`config.mk`:
```
export PLATFORM = sky130hd
export DESIGN_NAME = pla_timer_compare
export DESIGN_NICKNAME = d
export VERILOG_FILES = /design/src/rtl/pla_timer_compare_pkg.sv /design/src/rtl/pla_timer_compare_pla_logic.sv /design/src/rtl/pla_timer_compare.sv
export SDC_FILE = /design/constraint.sdc
export NUM_CORES = 1
export LEC_CHECK = 0
export ABC_CLOCK_PERIOD_IN_PS = 1700
export CORE_MARGIN = 2
export CORE_UTILIZATION = 37
export DETAILED_ROUTE_END_ITERATION = 16
export PLACE_DENSITY = 0.89
export SETUP_SLACK_MARGIN = 0.15
export SYNTH_ARGS = -nofsm -noshare
export SYNTH_HDL_FRONTEND = slang
export SYNTH_SLANG_ARGS = --single-unit
```
`constraint.sdc`:
```
create_clock -name clk -period 1.7 [get_ports clk]
set_clock_uncertainty 0.05 [all_clocks]
set_input_delay 0.34 -clock clk [delete_from_list [all_inputs] [get_ports clk]]
set_output_delay 0.34 -clock clk [all_outputs]
set_load 0.01 [all_outputs]
```
`src/rtl/pla_timer_compare_pkg.sv`:
```
// Shared constants and types for the alarm-compare sequencer.
// Latency: n/a (types only).
// Backpressure: n/a (types only).
package pla_timer_compare_pkg;

   // Shared state-bus codes owned by this controller (0x8-0xF) plus global idle
   localparam logic [3:0] ST_IDLE  = 4'h0;
   localparam logic [3:0] ST_INIT  = 4'h8;
   localparam logic [3:0] ST_LDA   = 4'h9;
   localparam logic [3:0] ST_LDB   = 4'hA;
   localparam logic [3:0] ST_CMP   = 4'hB;
   localparam logic [3:0] ST_TEST  = 4'hC;
   localparam logic [3:0] ST_NEXT  = 4'hD;
   localparam logic [3:0] ST_MATCH = 4'hE;
   localparam logic [3:0] ST_DONE  = 4'hF;

   // ALU operation select; 2'b11 is reserved and never issued
   typedef enum logic [1:0] {
      ALU_ADD  = 2'b00,
      ALU_PASS = 2'b01,
      ALU_SUB  = 2'b10
   } alu_sel_e;

   // Control word driven onto the shared control bus
   typedef struct packed {
      logic     Kc;
      logic     La;
      logic     Lb;
      logic     Ea;
      logic     Lr;
      logic     Er;
      logic     Cc;
      logic     M;
      alu_sel_e s;
   } ctl_t;

endpackage

```
`src/rtl/pla_timer_compare_pla_logic.sv`:
```
// Combinational decode of (shared code, flags) into next code, step one-hot and controls.
// Latency: 0 cycles (pure combinational).
// Backpressure: none; foreign or idle codes decode to all-zero controls.
module tc_pla_logic
   import pla_timer_compare_pkg::*;
(
   input  logic [3:0] gin_i,
   input  logic       ts_i,
   input  logic       c7_i,
   input  logic       az_i,
   output logic [3:0] gout_o,
   output logic [9:0] t_o,
   output ctl_t       ctl_o
);

   // Step decode: flags only matter in the step that consumes them
   always_comb begin
      gout_o = ST_IDLE;
      t_o    = '0;
      ctl_o  = '0;
      case (gin_i)
         ST_IDLE: begin
            gout_o = ts_i ? ST_INIT : ST_IDLE;
         end
         ST_INIT: begin
            t_o[0]   = 1'b1;
            ctl_o.Kc = 1'b1;
            gout_o   = ST_LDA;
         end
         ST_LDA: begin
            t_o[1]   = 1'b1;
            ctl_o.La = 1'b1;
            gout_o   = ST_LDB;
         end
         ST_LDB: begin
            t_o[2]   = 1'b1;
            ctl_o.Lb = 1'b1;
            gout_o   = ST_CMP;
         end
         ST_CMP: begin
            t_o[3]   = 1'b1;
            ctl_o.Ea = 1'b1;
            ctl_o.Lr = 1'b1;
            ctl_o.s  = ALU_SUB;
            gout_o   = ST_TEST;
         end
         ST_TEST: begin
            t_o[4] = 1'b1;
            gout_o = az_i ? ST_NEXT : ST_DONE;
         end
         ST_NEXT: begin
            t_o[5]   = 1'b1;
            ctl_o.Cc = 1'b1;
            gout_o   = c7_i ? ST_MATCH : ST_LDA;
         end
         ST_MATCH: begin
            t_o[6]   = 1'b1;
            ctl_o.M  = 1'b1;
            ctl_o.Er = 1'b1;
            gout_o   = ST_DONE;
         end
         ST_DONE: begin
            t_o[7] = 1'b1;
            gout_o = ST_IDLE;
         end
         default: begin
            // Codes 0x1-0x7 belong to other controllers: stay silent on the OR bus
            gout_o = ST_IDLE;
         end
      endcase
   end

endmodule

```
`src/rtl/pla_timer_compare.sv`:
```
// Alarm compare sequencer on the shared state/control bus; optional TIMER_COMPARE_STICKY_MATCH_EN holds M until Ts drops.
// Latency: every output registered, one clk edge after the gin value that produced it.
// Backpressure: none; sequence free-runs once started, reset aborts at any step.
module pla_timer_compare
   import pla_timer_compare_pkg::*;
(
   input  logic       clk,
   input  logic       rst_n,
   input  logic [3:0] gin,
   input  logic       Ts,
   input  logic       c7,
   input  logic       Az,
   output logic [3:0] gout,
   output logic [9:0] T,
   output logic [1:0] s,
   output logic       Kc,
   output logic       La,
   output logic       Lb,
   output logic       Ea,
   output logic       Lr,
   output logic       Er,
   output logic       Cc,
   output logic       M
);

   logic [3:0] gout_d, gout_q;
   logic [9:0] t_d, t_q;
   ctl_t       pla_ctl;
   ctl_t       ctl_d, ctl_q;

   tc_pla_logic u_pla (
      .gin_i  (gin),
      .ts_i   (Ts),
      .c7_i   (c7),
      .az_i   (Az),
      .gout_o (gout_d),
      .t_o    (t_d),
      .ctl_o  (pla_ctl)
   );

   // Match output shaping: pulse by default, latched until Ts drops when sticky
   always_comb begin
      ctl_d = pla_ctl;
`ifdef TIMER_COMPARE_STICKY_MATCH_EN
      ctl_d.M = pla_ctl.M | (ctl_q.M & Ts);
`else
      ctl_d.M = pla_ctl.M;
`endif
   end

   // Output registers with synchronous reset overriding any step
   always_ff @(posedge clk) begin
      if (!rst_n) begin
         gout_q <= ST_IDLE;
         t_q    <= '0;
         ctl_q  <= '0;
      end else begin
         gout_q <= gout_d;
         t_q    <= t_d;
         ctl_q  <= ctl_d;
      end
   end

   assign gout = gout_q;
   assign T    = t_q;
   assign s    = ctl_q.s;
   assign Kc   = ctl_q.Kc;
   assign La   = ctl_q.La;
   assign Lb   = ctl_q.Lb;
   assign Ea   = ctl_q.Ea;
   assign Lr   = ctl_q.Lr;
   assign Er   = ctl_q.Er;
   assign Cc   = ctl_q.Cc;
   assign M    = ctl_q.M;

endmodule

```
== After elaboration in Yosys (flattened, before gate mapping) ==
Index checks and enable logic that the tools add are counted.

* Eq/ne operators: 8
* Muxes and demuxes: 14
* Reductions and logical operators: 1

{| class="wikitable"
|+ Operators with widths
! kind !! number
|-
| 4-bit equality test (second input constant) || 8
|-
| 4-bit one-hot mux with 8 select lines || 1
|-
| 1-bit 2-to-1 mux || 8
|-
| 2-bit 2-to-1 mux || 3
|-
| 4-bit zero test || 1
|-
| 4-bit 2-to-1 mux || 1
|-
| 3-bit 2-to-1 mux || 1
|}

* Register bits after elaboration: 23
* Output and inout bits: 24

== Logic depth before layout (Yosys ltp) ==
Gate-level depths: netlist of the first run.

* Depth in word-level cells: 2
* Mapped depth: 4

== Modules after synthesis ==
A second synthesis of the first run with hierarchy kept.

* Cells, all modules: 93
* Area total of the unflattened synthesis: 920.9 sq um

{| class="wikitable"
|+ By module, submodules not included
! module !! instances !! cells each !! area an instance (sq um)
|-
| pla_timer_compare || 1 || 50 || 675.6
|-
| tc_pla_logic || 1 || 43 || 245.2
|}

== Worst setup path after synthesis of the first run ==
Ideal clock, no wire load.

* Path kind: input port to flip-flop
* Start: input c7
* End: register gout_q[1], in the netlist gout[1]
* Setup time: 0.087 ns
* Data arrival time: 0.850 ns
* Data required time: 1.563 ns
* Path slack: 0.713 ns
* Cell stages on the path: 3
* Buffers on the path: 0
* Cell sequence: and2b_1 > or3_1 > o31ai_1

* Word-level cells in the longest chain between the ends: 2

{| class="wikitable"
|+ Ends and longest elaborated chain
! element !! line !! RTL
|-
| from (decl) || pla_timer_compare.sv:11 || <nowiki>input logic c7,</nowiki>
|-
| 3-bit 2-to-1 mux || pla_timer_compare_pla_logic.sv:54 || <nowiki>gout_o = c7_i ? ST_MATCH : ST_LDA;</nowiki>
|-
| 4-bit one-hot mux with 8 select lines || pla_timer_compare_pla_logic.sv:21 || <nowiki>case (gin_i)</nowiki>
|-
| to (signal assigned) || pla_timer_compare.sv:58 || <nowiki>gout_q <= gout_d;</nowiki>
|-
| to (decl) || pla_timer_compare.sv:26 || <nowiki>logic [3:0] gout_d, gout_q;</nowiki>
|}

No other way between the ends.
A chain may end at the register's enable or synchronous reset.

== Worst setup path after layout of the first run ==
* Start: register t_q[5], in the netlist T[5]
* End: output T[5]

{| class="wikitable"
|+ RTL lines
! element !! line !! RTL
|-
| from (decl) || pla_timer_compare.sv:27 || <nowiki>logic [9:0] t_d, t_q;</nowiki>
|-
| from (signal assigned) || pla_timer_compare.sv:59 || <nowiki>t_q <= t_d;</nowiki>
|-
| to (decl) || pla_timer_compare.sv:14 || <nowiki>output logic [9:0] T,</nowiki>
|}

No word-level cell between the ends.

==> results of run 1 <==
-- power breakdown --
part	switching, µW	internal, µW	leakage (µW)
sequential	2.43	289	0.0000977
clock	88.0	130	0.0000210
combinational	39.2	51.0	0.000377
-- logic make-up after synthesis --
| family | share of synthesized area |
|---|---|
| compound gates | 0.0948 |
| other cells | 0.00710 |
| flops | 0.455 |
| buf+inv | 0.249 |
| simple gates | 0.194 |
-- final cells by class --
class                      instances  area, µm²  area share
clock buffer                       4       36.3      0.0447
inverter                           2       7.51     0.00924
multi-input combinational         29        164       0.202
sequential                        12        240       0.296
tap                               15       18.8      0.0231
timing repair buffer              34        345       0.425
-- cells in the mapped netlist --
cell and number:
a21oi_1 4, a311oi_1 2, and2b_1 1, buf_4 12
buf_6 3, conb_1 1, dfxtp_1 12, inv_1 2
nand2_1 1, nand2_2 1, nand2b_1 3, nand2b_4 1
nand3_1 1, nor2_1 4, nor3_1 4, nor4_1 1
o21ai_0 1, o31ai_1 1, or3_1 1
-- how the worst max path moves through the flow --
stage / startpoint / endpoint / depth (start not counted)
after floorplan: c7 / gout[1]$_SDFF_PN0_ / 3
after global placement: gin[0] / gout[2]$_SDFF_PN0_ / 4
after detailed placement: gin[0] / gout[2]$_SDFF_PN0_ / 4
after CTS: T[6]$_SDFF_PN0_ / T[6] / 1
after global routing: T[5]$_SDFF_PN0_ / T[5] / 1
final: T[5]$_SDFF_PN0_ / T[5] / 1
-- sequential cells by signal, indices dropped and copies added (netlist names) --
name,cells
gout,4
T,8
-- per-layer routing --
layer | up-vias | global-route usage
met5 | - | 0
met4 | 0 | 0.0581
met3 | 0 | 0.0478
met2 | 27 | 0.209
met1 | 191 | 0.0907
li1 | 218 | -
-- metrics by stage --
stage                     hold slack, ns  utilization
final                              0.634        0.616
after global routing               0.661        0.616
after CTS                          0.637        0.599
after detailed placement           0.919        0.575
after global placement             0.905        0.575
after floorplan                    0.421            -
==> flow_summary.yaml, run 1 <==
detailed_routing:
  drc_errors: 0
  m1WireLength_um: 338
  drt.antenna.violating_nets: 0
  wl_um: 949
  first_pass_iters: 4
  wl_per_cell_um: 9.89
  num_vias: 436
  wl_met2_um: 501
  wl_met3_um: 109
  routed.top_layer: "met3"
  drt_iter0_drc: 8
  routed_via_density: 4.54
hold_path:
  min_to: "gout[2]$_SDFF_PN0_"
  hp-class: "in -> reg"
  worst_hold_path.num_cells: 3
  hp-start: "c7"
synth:
  ys_types: 19
  synth_seq_cells: 12
  synth-warning-count: 0
  netlist_area_um2: 528
  synth_area_leaders: "dfxtp_1, buf_4, buf_6"
  syn_area_per_cell_um2: 9.43
  yosysSeqAreaShare: 0.455
  yosysTopAreaCell: "dfxtp_1"
  syn_inst: 56
  synth_top_area_frac: 0.455
final_layout:
  fillerInstances: 119
  layout_commonest_cell: "clkdlybuf4s50_1"
  final_cell_count_no_fill: 96
  nets: 91
  final_cell_area_um2: 812
  final_cell_mix: "clkdlybuf4s50_1, dfxtp_1, dlymetal6s2s_1"
  drive_gt1_frac: 0.136
  antenna_cells: 0
  areaGrowthSynthToFinish_pct: 53.8
timing:
  fmax_mhz: 661
  layout_setup_ws_ns: 0.187
  period_share: 0.890
  hold_violations: 0
  rsz0062_at_grt: "false"
  period_minus_slack_ns: 1.51
  maxSlewViolCount: 0
  final.setup.tns_ns: 0
  setup_viol: 0
setup_path:
  critPathMaxStageDelay_ns: 0.53
  crit_fanout: 2
  cp.required_ns: 1.31
  slowest_stage: "clkdlybuf4s50_1"
  cp_data_arrival_time_ns: 1.12
  start_kind: "flop"
  cp_top_family: "buffers and inverters"
  criticalPathCategory: "reg -> out"
  end_kind: "primary output"
  cp_num_buf_inv: 1
  worstPathCellList: "clkdlybuf4s50_1"
floorplanning:
  die_w_um: 41.8
  std_cell_rows: 13
  die-area_mm2: 0.00175
  die_h_um: 41.8
  initial_core_util: 0.401
  pin_count: 33
  core_mm2: 0.00132
global_routing:
  antenna_found_initial: 0
  grt_pass1_wl_mm: 1.41
  grt_overflow: 0
  grt_pass1_vias: 357
  grt_start_max_net_pins: 11
  grt_usage: 0.109
place:
  dp_slack_ns: 0.158
  dpl.cell_count: 92
  placed_area_um2: 758
  gp_congestion: 0.741
  port_buffers: 29
power_and_ir_drop:
  power_uw: 600
  power.density_mw_per_mm2: 738
  leakagePower_uw: 0.000495
  ir_drop_v: 0.000362
clocking:
  post_cts_buffers: 0
  cts_buffers: 3
  clk_pin_slew_ns: 0.07
  cts_resized: 4
  cts_tree: "built"
  cts_max_path_buffers: 2
  clockRootBuffer: "clkbuf_4"
  postCtsHoldBufs: 0
  clock_sinks: 12
  cts.htree.levels: 1
flow_run:
  cap_violations: 0
status:
  outcome: "finished clean"
(Power assumes the default switching activity.)
==> inputs of run 2 (changes only) <==
--- a/config.mk
+++ b/config.mk
@@ -5,12 +5,13 @@
 export SDC_FILE = /design/constraint.sdc
 export NUM_CORES = 1
 export LEC_CHECK = 0
-export ABC_CLOCK_PERIOD_IN_PS = 1700
+export ABC_CLOCK_PERIOD_IN_PS = 1790
 export CORE_MARGIN = 2
-export CORE_UTILIZATION = 37
+export CORE_UTILIZATION = 45
 export DETAILED_ROUTE_END_ITERATION = 16
-export PLACE_DENSITY = 0.89
+export PLACE_DENSITY = 0.88
 export SETUP_SLACK_MARGIN = 0.15
 export SYNTH_ARGS = -nofsm -noshare
 export SYNTH_HDL_FRONTEND = slang
+export SYNTH_HIERARCHICAL = 1
 export SYNTH_SLANG_ARGS = --single-unit
==> constraint.sdc (replaced) <==
create_clock -name clk -period 1.79 [get_ports clk]
set_clock_uncertainty 0.05 [all_clocks]
set_input_delay 0.358 -clock clk [delete_from_list [all_inputs] [get_ports clk]]
set_output_delay 0.358 -clock clk [all_outputs]
set_load 0.01 [all_outputs]
==> flow_summary.yaml, run 2 <==
hold_path:
  hp-start: "Ts"
  worst_hold_path.num_cells: 4
  hp-class: "in -> reg"
timing:
  worstMarginPinSlew_ns: 0.521
  max_slew_margin: 0.652
  period_minus_slack_ns: 1.59
  hold_violations: 0
  setup_viol: 0
  maxSlewViolCount: 0
  rsz0062_at_grt: "false"
  layout_setup_ws_ns: 0.201
  fmax_mhz: 629
  final.setup.tns_ns: 0
  period_share: 0.888
synth:
  synth_most_common_cell: "dfxtp_1"
  syn_area_per_cell_um2: 9.90
  synthArstFlopShare: 0
  synth-edff-count: 0
  synth_seq_cells: 24
  yosysTopAreaCell: "dfxtp_1"
  ys_types: 18
  ys.flop_type: "dfxtp_1"
  synth_top_area_frac: 0.522
  netlist_area_um2: 921
  synthTopCellsByCount: "dfxtp_1, and2_2, buf_4"
  synth_area_leaders: "dfxtp_1, and2_2, buf_4"
  yosysSeqAreaShare: 0.522
  syn_inst: 93
  synth-warning-count: 6
setup_path:
  crit_path_start: "gout[1]$_SDFF_PN0_"
  end_kind: "primary output"
  cp.required_ns: 1.38
  criticalPathCategory: "reg -> out"
  crit_fanout: 1
  cp_num_buf_inv: 1
  cp_num_cells: 1
  cp_data_arrival_time_ns: 1.18
  slowest_stage: "clkdlybuf4s50_1"
  worstPathCellList: "clkdlybuf4s50_1"
  cp_top_family: "buffers and inverters"
  critPathMaxStageDelay_ns: 0.55
  start_kind: "flop"
final_layout:
  layout_commonest_cell: "clkdlybuf4s50_1"
  post-route-util: 0.617
  areaGrowthSynthToFinish_pct: 30.2
  nets: 126
  final_cell_count_no_fill: 143
  antenna_cells: 0
  drive_gt1_frac: 0.198
  largest_register_ffs: 10
  final_cell_mix: "clkdlybuf4s50_1, dfxtp_1, and2_2"
detailed_routing:
  drc_errors: 0
  drt.antenna.violating_nets: 0
  drt_iter0_drc: 11
  wl_mm: 1.40
  first_pass_iters: 5
  wl_per_cell_um: 9.78
  routed_via_density: 4.31
  num_vias: 617
clocking:
  clk_pin_slew_ns: 0.12
  cts_buffers: 3
  cts_max_path_buffers: 2
  clockRootBuffer: "clkbuf_4"
  cts.htree.levels: 1
  cts_resized: 0
  post_cts_buffers: 0
  cts_tree: "built"
  postCtsHoldBufs: 0
  clock_sinks: 24
floorplanning:
  core_mm2: 0.00194
  pin_count: 33
  initial_core_util: 0.474
  die-area_mm2: 0.00242
  die_h_um: 49.2
  die_w_um: 49.2
  std_cell_rows: 16
status:
  outcome: "finished clean"
power_and_ir_drop:
  ir_drop_v: 0.000522
  power_uw: 920
  leakagePower_uw: 0.000484
  power.density_mw_per_mm2: 767
global_routing:
  grt_usage: 0.123
  grt_pass1_wl_mm: 2.22
  grt_pass1_vias: 523
  grt_overflow: 0
  grt_start_max_net_pins: 25
  antenna_found_initial: 0
place:
  gp_congestion: 0.781
  port_buffers: 32
  dpl.cell_count: 139
  hpwl_mm: 1.07
  dp_slack_ns: 0.0280
flow_run:
  cap_violations: 0
## run 2: cell types whose count changed after synthesis, sizes merged, moves of 2 or more
cell    change
and2       +24
nor3        -2
nor2        +3
a311oi      -2
nand2       +2
dfxtp      +12
## run 2: cells by family after synthesis
logic type	count (synthesis)	synth area share
AO/OA/AOI/OAI	8	0.0489
buffers and inverters	17	0.139
flip-flops	24	0.522
other	1	0.00407
AND/OR/NAND/NOR	43	0.287
## run 2: layout make-up
type | instances | area [µm²]
tap | 27 | 33.8
sequential | 24 | 480
timing repair buffer | 32 | 320
multi-input combinational | 54 | 320
fill | 172 | 743
inverter | 2 | 7.51
clock buffer | 4 | 36.3
## run 2: layer usage
layer	part of all wire	vias up	routed length, µm	track usage
li1	-	319	-	-
met1	0.39	271	547	0.125
met2	0.52	25	727	0.214
met3	0.078	2	109	0.0368
met4	0.010	0	14	0.0857
met5	0	-	0	0
## run 2: power breakdown
group	internal, µW	total (µW)	switching [µW]
logic	58.1	103	44.6
registers	549	552	3.34
clock network	124	265	141
total	731	920	189
## run 2: per-stage QoR
step                hold slack [ns]  instance area [µm²]
CTS                           0.774                 1200
detailed placement             1.05                 1160
global route                  0.845                 1200
global placement               1.04                 1160
finish                        0.785                 1200
floorplan                     0.444                  928
## run 2: final timing paths
kind / endpoint / slack (ns)
max: gout[1] / 0.20
min: gout[3]$_SDFF_PN0_ / 0.78
==> inputs of run 3 (changes only) <==
--- a/config.mk
+++ b/config.mk
@@ -5,7 +5,6 @@
 export SDC_FILE = /design/constraint.sdc
 export NUM_CORES = 1
 export LEC_CHECK = 0
-export ABC_CLOCK_PERIOD_IN_PS = 1790
 export CORE_MARGIN = 2
 export CORE_UTILIZATION = 45
 export DETAILED_ROUTE_END_ITERATION = 16
==> results of run 3 <==
Same layout as run 2: the final DEF is identical, and so are final timing and power.
